`config.mk`:
```
export PLATFORM = sky130hd
export DESIGN_NAME = answer_judge_flat
export DESIGN_NICKNAME = d
export VERILOG_FILES = /design/src/rtl/answer_judge_if.sv /design/src/rtl/answer_judge.sv /design/src/flat_wrapper.sv
export SDC_FILE = /design/constraint.sdc
export NUM_CORES = 1
export LEC_CHECK = 0
export ABC_AREA = 1
export BUFFER_PORTS_ARGS = -buffer_cell sky130_fd_sc_hd__buf_2
export CAP_MARGIN = 25
export CORE_AREA = 2 2 108 110
export CTS_BUF_LIST = sky130_fd_sc_hd__clkbuf_16
export DETAILED_ROUTE_END_ITERATION = 10
export DIE_AREA = 0 0 110 112
export PLACE_DENSITY = 0.54
export SKIP_CTS_REPAIR_TIMING = 1
export SLEW_MARGIN = 10
export SYNTH_ARGS = -nofsm -noshare
export SYNTH_HDL_FRONTEND = slang
export SYNTH_SLANG_ARGS = --single-unit
```
`constraint.sdc`:
```
create_clock -name CLK -period 3.88 [get_ports CLK]
set_input_delay 0.776 -clock CLK [delete_from_list [all_inputs] [get_ports CLK]]
set_output_delay 0.776 -clock CLK [all_outputs]
set_load 0.005 [all_outputs]
```
`src/rtl/answer_judge_if.sv`:
```
// Round-judge bus: round control, problem word, both answer channels and the verdict/status outputs.
interface answer_judge_if;
    logic        ROUND_START;
    logic [35:0] DB_IN;
    logic        MY_VALID;
    logic [15:0] MY_ANS;
    logic        EN_VALID;
    logic [15:0] EN_ANS;
    logic [2:0]  RESULT;
    logic        BUSY;
    logic        MY_LOCK;
    logic        EN_LOCK;

    // Stimulus side: drives the round control and answers, observes the verdict.
    modport master (
        output ROUND_START, DB_IN, MY_VALID, MY_ANS, EN_VALID, EN_ANS,
        input  RESULT, BUSY, MY_LOCK, EN_LOCK
    );

    // Judge side.
    modport slave (
        input  ROUND_START, DB_IN, MY_VALID, MY_ANS, EN_VALID, EN_ANS,
        output RESULT, BUSY, MY_LOCK, EN_LOCK
    );
endinterface

```
`src/rtl/answer_judge.sv`:
```
// Factorization-duel round judge: latches P/Q at round start, judges both players'
// answers, and emits a single-cycle verdict code (001 own, 010 opponent, 011 draw).
module answer_judge #(
    parameter int unsigned TIMEOUT_CYC = 1000,
    parameter int unsigned CNT_W       = 16
) (
    input  logic           CLK,
    input  logic           RST,
    answer_judge_if.slave  bus
);

    localparam logic [CNT_W-1:0] CNT_LAST = CNT_W'(TIMEOUT_CYC - 1);
    localparam logic [2:0]       RES_NONE = 3'b000;
    localparam logic [2:0]       RES_MY   = 3'b001;
    localparam logic [2:0]       RES_EN   = 3'b010;
    localparam logic [2:0]       RES_DRAW = 3'b011;

    typedef enum logic [1:0] {
        S_IDLE   = 2'd0,
        S_ARMED  = 2'd1,
        S_REPORT = 2'd2
    } state_t;

    state_t           r_state;
    state_t           w_state_nxt;

    logic [7:0]       r_p;
    logic [7:0]       r_q;
    logic [CNT_W-1:0] r_cnt;
    logic             r_my_lock;
    logic             r_en_lock;
    logic [2:0]       r_result;
    logic             r_busy;

    logic             w_load;
    logic [CNT_W-1:0] w_cnt_nxt;
    logic             w_my_lock_nxt;
    logic             w_en_lock_nxt;
    logic [2:0]       w_result_nxt;
    logic             w_busy_nxt;

    logic             w_my_cnt;
    logic             w_en_cnt;
    logic             w_my_win;
    logic             w_en_win;
    logic             w_my_wrong;
    logic             w_en_wrong;
    logic [2:0]       w_code;

    // Exact factor-pair match, either order.
    function automatic logic f_match(input logic [15:0] ans, input logic [7:0] p, input logic [7:0] q);
        return (ans == {p, q}) || (ans == {q, p});
    endfunction

    // Per-cycle decision from the strobes that count this cycle.
    always_comb begin
        w_my_cnt   = bus.MY_VALID & ~r_my_lock;
        w_en_cnt   = bus.EN_VALID & ~r_en_lock;
        w_my_win   = w_my_cnt &  f_match(bus.MY_ANS, r_p, r_q);
        w_en_win   = w_en_cnt &  f_match(bus.EN_ANS, r_p, r_q);
        w_my_wrong = w_my_cnt & ~f_match(bus.MY_ANS, r_p, r_q);
        w_en_wrong = w_en_cnt & ~f_match(bus.EN_ANS, r_p, r_q);
        w_code     = RES_NONE;
        if (w_my_win && w_en_win) begin
            w_code = RES_DRAW;
        end else if (w_my_win) begin
            w_code = RES_MY;
        end else if (w_en_win) begin
            w_code = RES_EN;
        end else if ((r_my_lock | w_my_wrong) && (r_en_lock | w_en_wrong)) begin
            w_code = RES_DRAW;
        end else if (r_cnt == CNT_LAST) begin
            w_code = RES_DRAW;
        end
    end

    // State register.
    always_ff @(posedge CLK) begin
        if (RST) begin
            r_state <= S_IDLE;
        end else begin
            r_state <= w_state_nxt;
        end
    end

    // Next-state logic.
    always_comb begin
        w_state_nxt = r_state;
        case (r_state)
            S_IDLE:   if (bus.ROUND_START) w_state_nxt = S_ARMED;
            S_ARMED:  if (w_code != RES_NONE) w_state_nxt = S_REPORT;
            S_REPORT: w_state_nxt = S_IDLE;
            default:  w_state_nxt = S_IDLE;
        endcase
    end

    // Output/datapath next values; REPORT holds everything and lets RESULT fall to zero.
    always_comb begin
        w_load        = 1'b0;
        w_cnt_nxt     = r_cnt;
        w_my_lock_nxt = r_my_lock;
        w_en_lock_nxt = r_en_lock;
        w_result_nxt  = RES_NONE;
        w_busy_nxt    = 1'b0;
        case (r_state)
            S_IDLE: begin
                if (bus.ROUND_START) begin
                    w_load        = 1'b1;
                    w_cnt_nxt     = '0;
                    w_my_lock_nxt = 1'b0;
                    w_en_lock_nxt = 1'b0;
                    w_busy_nxt    = 1'b1;
                end
            end
            S_ARMED: begin
                w_cnt_nxt     = r_cnt + CNT_W'(1);
                w_my_lock_nxt = r_my_lock | w_my_wrong;
                w_en_lock_nxt = r_en_lock | w_en_wrong;
                w_result_nxt  = w_code;
                w_busy_nxt    = (w_code == RES_NONE);
            end
            default: begin
            end
        endcase
    end

    // Registered outputs, counter and locks.
    always_ff @(posedge CLK) begin
        if (RST) begin
            r_cnt     <= '0;
            r_my_lock <= 1'b0;
            r_en_lock <= 1'b0;
            r_result  <= RES_NONE;
            r_busy    <= 1'b0;
        end else begin
            r_cnt     <= w_cnt_nxt;
            r_my_lock <= w_my_lock_nxt;
            r_en_lock <= w_en_lock_nxt;
            r_result  <= w_result_nxt;
            r_busy    <= w_busy_nxt;
        end
    end

    // Problem factors, captured only when a round opens.
    always_ff @(posedge CLK) begin
        if (w_load) begin
            r_p <= bus.DB_IN[15:8];
            r_q <= bus.DB_IN[7:0];
        end
    end

    assign bus.RESULT  = r_result;
    assign bus.BUSY    = r_busy;
    assign bus.MY_LOCK = r_my_lock;
    assign bus.EN_LOCK = r_en_lock;

endmodule

```
`src/flat_wrapper.sv`:
```
// flat-port wrapper written by rule: the top's interface ports become plain ports
module answer_judge_flat 
#(
    parameter int unsigned TIMEOUT_CYC = 1000,
    parameter int unsigned CNT_W       = 16
)
  (CLK, RST, bus_ROUND_START, bus_DB_IN, bus_MY_VALID, bus_MY_ANS, bus_EN_VALID, bus_EN_ANS, bus_RESULT, bus_BUSY, bus_MY_LOCK, bus_EN_LOCK);
  answer_judge_if bus_i ();
  input  logic CLK;
  input  logic RST;
  input wire logic [$bits(bus_i.ROUND_START)-1:0] bus_ROUND_START;
  input wire logic [$bits(bus_i.DB_IN)-1:0] bus_DB_IN;
  input wire logic [$bits(bus_i.MY_VALID)-1:0] bus_MY_VALID;
  input wire logic [$bits(bus_i.MY_ANS)-1:0] bus_MY_ANS;
  input wire logic [$bits(bus_i.EN_VALID)-1:0] bus_EN_VALID;
  input wire logic [$bits(bus_i.EN_ANS)-1:0] bus_EN_ANS;
  output wire logic [$bits(bus_i.RESULT)-1:0] bus_RESULT;
  output wire logic [$bits(bus_i.BUSY)-1:0] bus_BUSY;
  output wire logic [$bits(bus_i.MY_LOCK)-1:0] bus_MY_LOCK;
  output wire logic [$bits(bus_i.EN_LOCK)-1:0] bus_EN_LOCK;
  assign bus_i.ROUND_START = bus_ROUND_START;
  assign bus_i.DB_IN = bus_DB_IN;
  assign bus_i.MY_VALID = bus_MY_VALID;
  assign bus_i.MY_ANS = bus_MY_ANS;
  assign bus_i.EN_VALID = bus_EN_VALID;
  assign bus_i.EN_ANS = bus_EN_ANS;
  assign bus_RESULT = bus_i.RESULT;
  assign bus_BUSY = bus_i.BUSY;
  assign bus_MY_LOCK = bus_i.MY_LOCK;
  assign bus_EN_LOCK = bus_i.EN_LOCK;
  answer_judge #(.TIMEOUT_CYC(TIMEOUT_CYC), .CNT_W(CNT_W)) u_core (.CLK(CLK), .RST(RST), .bus(bus_i));
endmodule
```
Word level (Yosys, flattened, before mapping)
Cells that the tools add are included.
Widths: inputs -> output; s select.

cells by class
  add/subtract/negate cells = 1
  multipliers = 0
  divide/modulo/power cells = 0
  $lt $le $gt $ge = 0
  eq/ne operators = 8
  shift operators = 0
  multiplexer cells = 16
  bitwise operators = 13
  reduce and logical (&&, ||, !) cells = 11

operator list
  cell                   count
  $eq 16x16->1           4
  $pmux 16 s2            1
  $add 16x1->16 const B  1
  $eq 16x10->1 const B   1
  $mux 16                1
  $mux 3                 4
  $and 1x1->1            6
  $mux 2                 3
  $pmux 1 s2             3
  $not 1->1              5
  $pmux 2 s2             1
  $reduce_and 2->1       2
  $logic_not 3->1        1
  $mux 1                 3
  $reduce_bool 3->1      1
  $eq 2x1->1 const B     1
  $logic_and 1x1->1      2
  $logic_not 2->1        1
  $logic_or 1x1->1       2
  $ne 2x1->1 const B     1
  $ne 2x2->1 const B     1
  $or 1x1->1             2
  $reduce_bool 2->1      1
  $reduce_or 2->1        1

storage, ports and cells
  flip-flop bits (word level) = 40
  latch bits = 0
  RAM bits = 0
  ROM bits = 0
  input bits = 73
  output and inout bits = 6
  logic and storage cells = 57
  memories = 0

Depth between registers and ports, before layout
Gate-level depths: netlist of run 1.

  depth in word-level cells = 13
  mapped depth = 13
  gate-level depth less buffers = 13

Worst setup path after synthesis of run 1
OpenSTA, ideal clock, no wires.

  path type = input port to flip-flop
  start point = input port bus_ROUND_START
  end point = register u_core.r_cnt[11]
  setup time = 0.129 ns
  arrival time = 2.411 ns
  required time = 3.751 ns
  setup slack = 1.339 ns
  stages on the path = 5
  buffers on the path = 0
  cells stage by stage = nand2_1 nor2_1 clkinv_1 a21oi_1 nor3b_1

between the ends
  word-level cells in the longest chain between the ends = 2

RTL lines
  element                     line                 RTL
  from (decl)                 flat_wrapper.sv:11   input wire logic [$bits(bus_i.ROUND_START)-1:0] bus_ROUND_START;
  $ne 2x2->1 (no line)        -
  $reduce_and 2->1 (no line)  -
  to (signal assigned)        answer_judge.sv:136  r_cnt <= w_cnt_nxt;
  to (decl)                   answer_judge.sv:29   logic [CNT_W-1:0] r_cnt;

Every way passes these cells.
A chain may end at the register's enable or synchronous reset.

Worst setup path in the final report of run 1
  start point = input port bus_ROUND_START
  end point = register u_core.r_cnt[13]

The elaborated chain is that of the path after synthesis.

==> impl_metrics.py, run 1 <==
metrics = {
    "logic_synthesis": {
        "yosys.area.top_type_share": 0.2731,
        "synthCells": 442,
        "ys.flop_type": "dfxtp_1",
        "synthTopCellsByArea": "nand2_1 (27%), edfxtp_1 (18%), dfxtp_1 (17%)",
        "synth_area_sq_um": 2735,
        "synth_edf_count": 16,
        "avgSynthCellArea_sq_um": 6.188,
        "ys_seq_area_frac": 0.3440,
        "synth.distinct_cells": 35,
        "yosysTopAreaCell": "nand2_1",
        "syn-num-nets": 516,
        "synth_most_common_cell": "nand2_1",
        "yosys-top-cells-count": "nand2_1 (199), nor2_1 (54), inv_1 (51)",
        "ys_ff_latch": 39,
        "async_flop_share": 0,
        "yosysWarnings": 0,
    },
    "cts": {
        "htree_num_levels": 2,
        "clk_latency_ns": 0.28,
        "cts_buffers": 5,
        "cts-root-buf": "clkbuf_16",
        "tritoncts": "built",
        "clock_sink_count": 39,
        "cts.path.max_buffers": 2,
        "clk_pin_slew_ns": 0.06,
    },
    "critical_path": {
        "crit_family": "simple AND/OR/NAND/NOR gates",
        "path_class": "input port to register",
        "slowest_stage": "nor2_1",
        "crit_fanout": 10,
        "start_kind": "input port",
        "r2r_slack_ns": 2.06,
        "setup.worst_path.end_class": "register",
        "cp_common_cell": "nor2_1",
        "crit_buf_inv": 2,
        "slowest_delay_ns": 0.51,
        "required_ns": 4.05,
        "path_cells": "buf_2 -> nand2_1 -> nor2_1 -> clkinv_1 -> a31oi_1 -> nor2_1",
        "cp.arrival_ns": 2.23,
    },
    "drt": {
        "wl_um": 7210,
        "ant_nets": 0,
        "initialDrtViolationCount": 86,
        "dr.pass1.iters": 5,
        "vias": 2755,
        "wl_per_cell_um": 11.14,
        "viasPerCell": 4.258,
        "route.detailed.drc": 0,
    },
    "place": {
        "hpwl_um": 5986,
        "placed_area_sq_um": 3188,
        "portBuffers": 57,
        "routabilityCongestion": 0.8252,
        "dp_cells": 639,
    },
    "power_and_ir_drop": {
        "clkPwrFrac": 0.412,
        "swShare": 0.2668,
        "peakVddDrop_v": 0.0001188,
        "pwr-share-comb": 0.168,
        "internal_power_mw": 0.8226,
        "p_leak_nw": 1.697,
        "power_density_nw_per_um2": 334.2,
        "p_seq_frac": 0.419,
        "switchingPower_mw": 0.2994,
    },
    "worst_hold_path": {
        "hp-class": "register to register",
    },
    "flow_run": {
        "max-cap-violations": 0,
    },
    "layout": {
        "area_growth_pct": 22.74,
        "nets": 577,
        "nFillCells": 1204,
        "layout-drive-gt1-share": 0.1964,
        "design_area_sq_um": 3357,
        "antenna_cells": 0,
        "instances_no_fill": 647,
    },
    "global_routing": {
        "grt_first_pass_wirelength_um": 12050,
        "grt_max_degree": 16,
        "overflow": 0,
        "grt_pass1_vias": 2764,
        "grt_util_all_layers": 0.1236,
        "antenna_found_initial": 0,
    },
    "sta": {
        "holdWs_ns": 0.4798,
        "fin_worst_skew_ns": 0.005011,
        "finalHoldViolCount": 0,
        "finalSetupViolCount": 0,
        "fmax_mhz": 485.5,
        "period_needed_ns": 2.060,
        "min_period_over_period": 0.5308,
        "rsz0062_at_grt": "no",
        "slew_viol_final": 0,
        "worst_pin_slew_ns": 0.6784,
        "finalSetupTns_ns": 0,
        "slew_headroom": 0.5460,
    },
    "outcome": {
        "status": "complete, no violations",
    },
    "floorplanning": {
        "die_x_um": 110,
        "die_y_um": 112,
        "start_util": 0.2448,
        "pin_count": 79,
        "die-area_sq_um": 12320,
        "core.rowCount": 39,
        "fp.coreArea_sq_um": 11170,
    },
}
-- placed cells by master (no fill, tap or decap), types with 2 or more instances in the layout --
cell / n
nand2_1: 199
buf_2: 57
nor2_1: 54
inv_1: 51
dfxtp_1: 23
inv_2: 17
edfxtp_1: 16
xor2_1: 15
a21oi_1: 12
o21ai_0: 6
nand2_2: 5
clkbuf_16: 5
nor3b_1: 4
nand3_1: 4
nor2_4: 3
nor3_1: 3
a221oi_1: 3
nand3_2: 2
nor2_2: 2
nand4_1: 2
o22ai_1: 2
nor4_1: 2
-- sequential cells by signal (all words and copies together), names as in the netlist --
register / count
u_core.bus.RESULT: 2
u_core.bus.BUSY: 1
u_core.r_state: 2
u_core.bus.MY_LOCK: 1
u_core.bus.EN_LOCK: 1
u_core.r_q: 8
u_core.r_p: 8
u_core.r_cnt: 16
-- through the flow --
stage / worst slack, ns / util / power [mW]
floorplan: 1.339 / - / 0.5926
global placement: 1.484 / 0.2853 / 0.6641
detailed placement: 1.471 / 0.2853 / 0.6711
CTS: 1.771 / 0.3004 / 1.140
global route: 1.594 / 0.3004 / 1.187
finish: 1.820 / 0.3004 / 1.122
-- power by group through the flow --
stage               clock (mW)  combinational, mW  sequential, mW
detailed placement           0              0.192           0.480
finish                   0.462              0.189           0.471
global placement             0              0.186           0.478
floorplan                    0              0.119           0.474
global route             0.496              0.218           0.473
CTS                      0.477              0.192           0.471
-- worst paths after layout --
path | depth (start not counted) | from | end
max | 6 | bus_ROUND_START | u_core.r_cnt[13]$_SDFFE_PP0P_
min | 2 | u_core.r_cnt[7]$_SDFFE_PP0P_ | u_core.r_cnt[7]$_SDFFE_PP0P_
max reg2reg | 6 | u_core.r_state[0]$_SDFFE_PP0P_ | u_core.r_cnt[13]$_SDFFE_PP0P_
min reg2reg | 2 | u_core.r_cnt[7]$_SDFFE_PP0P_ | u_core.r_cnt[7]$_SDFFE_PP0P_
-- final cells by class --
| class | instances | area (sq um) | area share |
|---|---|---|---|
| Clock inverter | 3 | 43.79 | 0.01305 |
| Sequential cell | 39 | 940.9 | 0.2803 |
| Tap cell | 143 | 178.9 | 0.05330 |
| Inverter | 69 | 259.0 | 0.07715 |
| Clock buffer | 5 | 125.1 | 0.03727 |
| Multi-Input combinational cell | 330 | 1516 | 0.4517 |
| Timing Repair Buffer | 58 | 292.8 | 0.08722 |
-- routing by layer --
layer	share of wire	vias to the layer above	GRT usage
met2	0.52	54	0.2299
met4	0.017	0	0.04473
met5	0	-	0
met3	0.044	10	0.02225
met1	0.42	1218	0.1366
li1	-	1473	-
-- cell families after synthesis --
logic type                 synth area share
AOI/OAI and AO/OA                   0.07229
DFF                                  0.3440
other                              0.001371
adders and majority gates          0.004574
buffers and inverters                0.1016
xor gates and xnor gates            0.04803
and+or+nand+nor                      0.4282
-- tightest hold or removal path: stages (launching register included) --
cell	delay, ns
dfxtp_1	0.32
nand2_1	0.06
a21oi_1	0.05
Note: power is estimated with default switching activity, not from simulation.
==> run 2, diff against run 1 <==
Settings changed: ABC_AREA 1 to 0, CORE_AREA 2 2 108 110 to 2 2 100 102, DIE_AREA 0 0 110 112 to 0 0 102 104, PLACE_DENSITY 0.54 to 0.55.
Clock period 3.88 ns to 2 ns, I/O delays scaled along.
==> impl_metrics.py, run 2 <==
metrics = {
    "outcome": {
        "status": "complete, no violations",
    },
    "critical_path": {
        "rr_startpoint": "u_core.r_p[6]$_DFFE_PP_",
        "path_class": "register to register",
        "crit_buf_inv": 0,
        "worstRegToRegCells": 6,
        "crit_path_start": "u_core.r_p[6]$_DFFE_PP_",
        "slowest_stage": "edfxtp_1",
        "crit_family": "simple AND/OR/NAND/NOR gates",
        "crit_fanout": 4,
        "r2r_slack_ns": 0.07,
        "path_cells": "xor2_1 -> nor4_2 -> nand4_1 -> a31oi_4 -> or2_4 -> a41oi_2",
        "reg2reg_to": "u_core.r_state[1]$_SDFFE_PP0P_",
        "required_ns": 2.16,
        "cp.arrival_ns": 2.08,
        "start_kind": "register",
        "slowest_delay_ns": 0.49,
        "setup.worst_path.end_class": "register",
    },
    "worst_hold_path": {
        "hold_start": "bus_DB_IN[12]",
        "hp-class": "input port to register",
        "min_path_cells": 1,
        "hold_end": "u_core.r_p[4]$_DFFE_PP_",
    },
    "global_routing": {
        "grt_util_all_layers": 0.1121,
        "overflow": 0,
        "antenna_found_initial": 2,
        "grt_first_pass_wirelength_um": 9370,
        "grt_max_degree": 21,
        "grt_pass1_vias": 1940,
    },
    "logic_synthesis": {
        "synthTopCellsByArea": "xor2_1 (24%), edfxtp_1 (20%), dfxtp_1 (20%)",
        "synth_top_family_by_area": "XOR/XNOR gates",
        "yosys-top-cells-count": "xor2_1 (64), nor2_1 (25), dfxtp_1 (23)",
        "synth_xor_area_frac": 0.2387,
        "synth_area_sq_um": 2349,
        "yosysWarnings": 0,
        "synthSimpleGateAreaFrac": 0.2216,
        "synthMuxAreaShare": 0.02877,
        "avgSynthCellArea_sq_um": 9.665,
        "async_flop_share": 0,
        "ys.flop_type": "dfxtp_1",
        "ys_ff_latch": 39,
        "synth_most_common_cell": "xor2_1",
        "synthCells": 243,
        "yosys.area.top_type_share": 0.2387,
        "synth-compound-area-share": 0.08471,
        "synth_adder_area_share": 0.005328,
        "ys_seq_area_frac": 0.4006,
        "syn-num-nets": 317,
        "yosysTopAreaCell": "xor2_1",
        "synth.distinct_cells": 40,
        "synth_edf_count": 16,
    },
    "drt": {
        "vias": 2027,
        "initialDrtViolationCount": 66,
        "wl_um": 6161,
        "dr.pass1.iters": 4,
        "ant_nets": 0,
        "wl_per_cell_um": 13.51,
        "viasPerCell": 4.445,
        "route.detailed.drc": 0,
    },
    "cts": {
        "clk_pin_slew_ns": 0.06,
        "cts_buffers": 5,
        "cts.path.max_buffers": 2,
        "cts-root-buf": "clkbuf_16",
        "htree_num_levels": 2,
        "clock_sink_count": 39,
        "tritoncts": "built",
        "clk_latency_ns": 0.28,
    },
    "layout": {
        "largest_reg_flops": 16,
        "area_growth_pct": 31.97,
        "layout-drive-gt1-share": 0.3075,
        "reg_top3": "u_core.r_cnt (16), u_core.r_p (8), u_core.r_q (8)",
        "nets": 395,
        "final_cell_mix": "xor2_1 (64), buf_2 (57), nor2_1 (25), dfxtp_1 (23), buf_4 (20)",
        "mostFrequentLayoutCell": "xor2_1",
        "regMostFlops": "u_core.r_cnt",
    },
    "power_and_ir_drop": {
        "peakVddDrop_v": 0.0003034,
        "p_leak_nw": 1.222,
        "power_density_nw_per_um2": 656.9,
        "totalPowerFinal_mw": 2.036,
    },
    "sta": {
        "slew_viol_final": 0,
        "holdWs_ns": 0.2939,
        "finalHoldViolCount": 0,
        "fin_worst_skew_ns": 0.007963,
        "period_needed_ns": 1.927,
        "min_period_over_period": 0.9633,
        "finalSetupViolCount": 0,
        "fmax_mhz": 519.0,
    },
    "floorplanning": {
        "pin_count": 79,
        "fp.coreArea_sq_um": 9549,
        "die_y_um": 104,
        "die_x_um": 102,
        "start_util": 0.2459,
        "core.rowCount": 36,
        "die-area_sq_um": 10610,
    },
    "place": {
        "portBuffers": 57,
        "routabilityCongestion": 0.7945,
        "hpwl_um": 4681,
    },
    "flow_run": {
        "max-cap-violations": 0,
    },
}
## run 2: changes by cell type after synthesis, moves of 13 or more
cell	before	now
inv_1	51	4
xor2_1	15	64
nor4_1	2	15
nor2_1	54	25
nand2_1	199	16
inv_2	17	0
## run 2: stage by stage
stage | area (sq um) | util | setup TNS [ns] | setup WS [ns] | cells
6_report | 3099 | 0.3246 | 0 | 0.07337 | 456
5_1_grt | 3097 | 0.3243 | -0.02586 | -0.01685 | 455
4_1_cts | 3003 | 0.3145 | 0 | 0.01796 | 447
3_5_place_dp | 2861 | 0.2997 | 0 | 0.004768 | 439
3_3_place_gp | 2861 | 0.2997 | -0.002317 | -0.002317 | 439
2_1_floorplan | 2349 | - | 0 | 0.3672 | 243
## run 2: layout make-up
type                       count  area (sq um)
antenna                        1         2.502
clock buffer                   5         125.1
clock inverter                 3         16.27
fill                        1030          6450
inverter                       4         15.01
multi-input combinational    194          1398
sequential                    39         940.9
tap                          133         166.4
timing repair buffer          77         435.4
## run 2: kinds of logic (layout without fill, tap and decap cells)
group                      count (synthesis)  in the layout
AOI/OAI and AO/OA                         28             28
xor gates and xnor gates                  64             64
adders and majority gates                  1              1
buffers and inverters                     10             89
DFF                                       39             39
muxes                                      6              6
other                                      1              2
and+or+nand+nor                           94             94
## run 2: worst register-to-register path: stages, from the launching register on
cell	delay, ns
edfxtp_1	0.49
xor2_1	0.20
nor4_2	0.36
nand4_1	0.26
a31oi_4	0.24
or2_4	0.18
a41oi_2	0.08
## run 2: how the worst max path moves through the flow
stage	endpoint	slack, ns	cells after the start
6_report	u_core.r_state[1]$_SDFFE_PP0P_	0.07	6
5_1_grt	u_core.r_state[0]$_SDFFE_PP0P_	-0.02	7
4_1_cts	u_core.r_state[1]$_SDFFE_PP0P_	0.02	7
3_5_place_dp	u_core.r_state[1]$_SDFFE_PP0P_	0.005	8
3_3_place_gp	u_core.r_state[1]$_SDFFE_PP0P_	-0.002	8
2_1_floorplan	u_core.r_state[1]$_SDFFE_PP0P_	0.37	6
## run 2: metal layers
| layer | share of wire | global-route usage | up-vias |
|---|---|---|---|
| met1 | 0.43 | 0.1349 | 951 |
| li1 | - | - | 1021 |
| met2 | 0.51 | 0.1936 | 53 |
| met5 | 0 | 0 | - |
| met4 | 0.0041 | 0.02667 | 0 |
| met3 | 0.058 | 0.03360 | 2 |
## run 2: report_power, final
| part | internal, mW | switching (mW) | leakage [nW] |
|---|---|---|---|
| registers | 0.872 | 0.0450 | 0.339 |
| clock network | 0.455 | 0.308 | 0.0710 |
| logic | 0.166 | 0.190 | 0.812 |
| total | 1.49 | 0.544 | 1.22 |
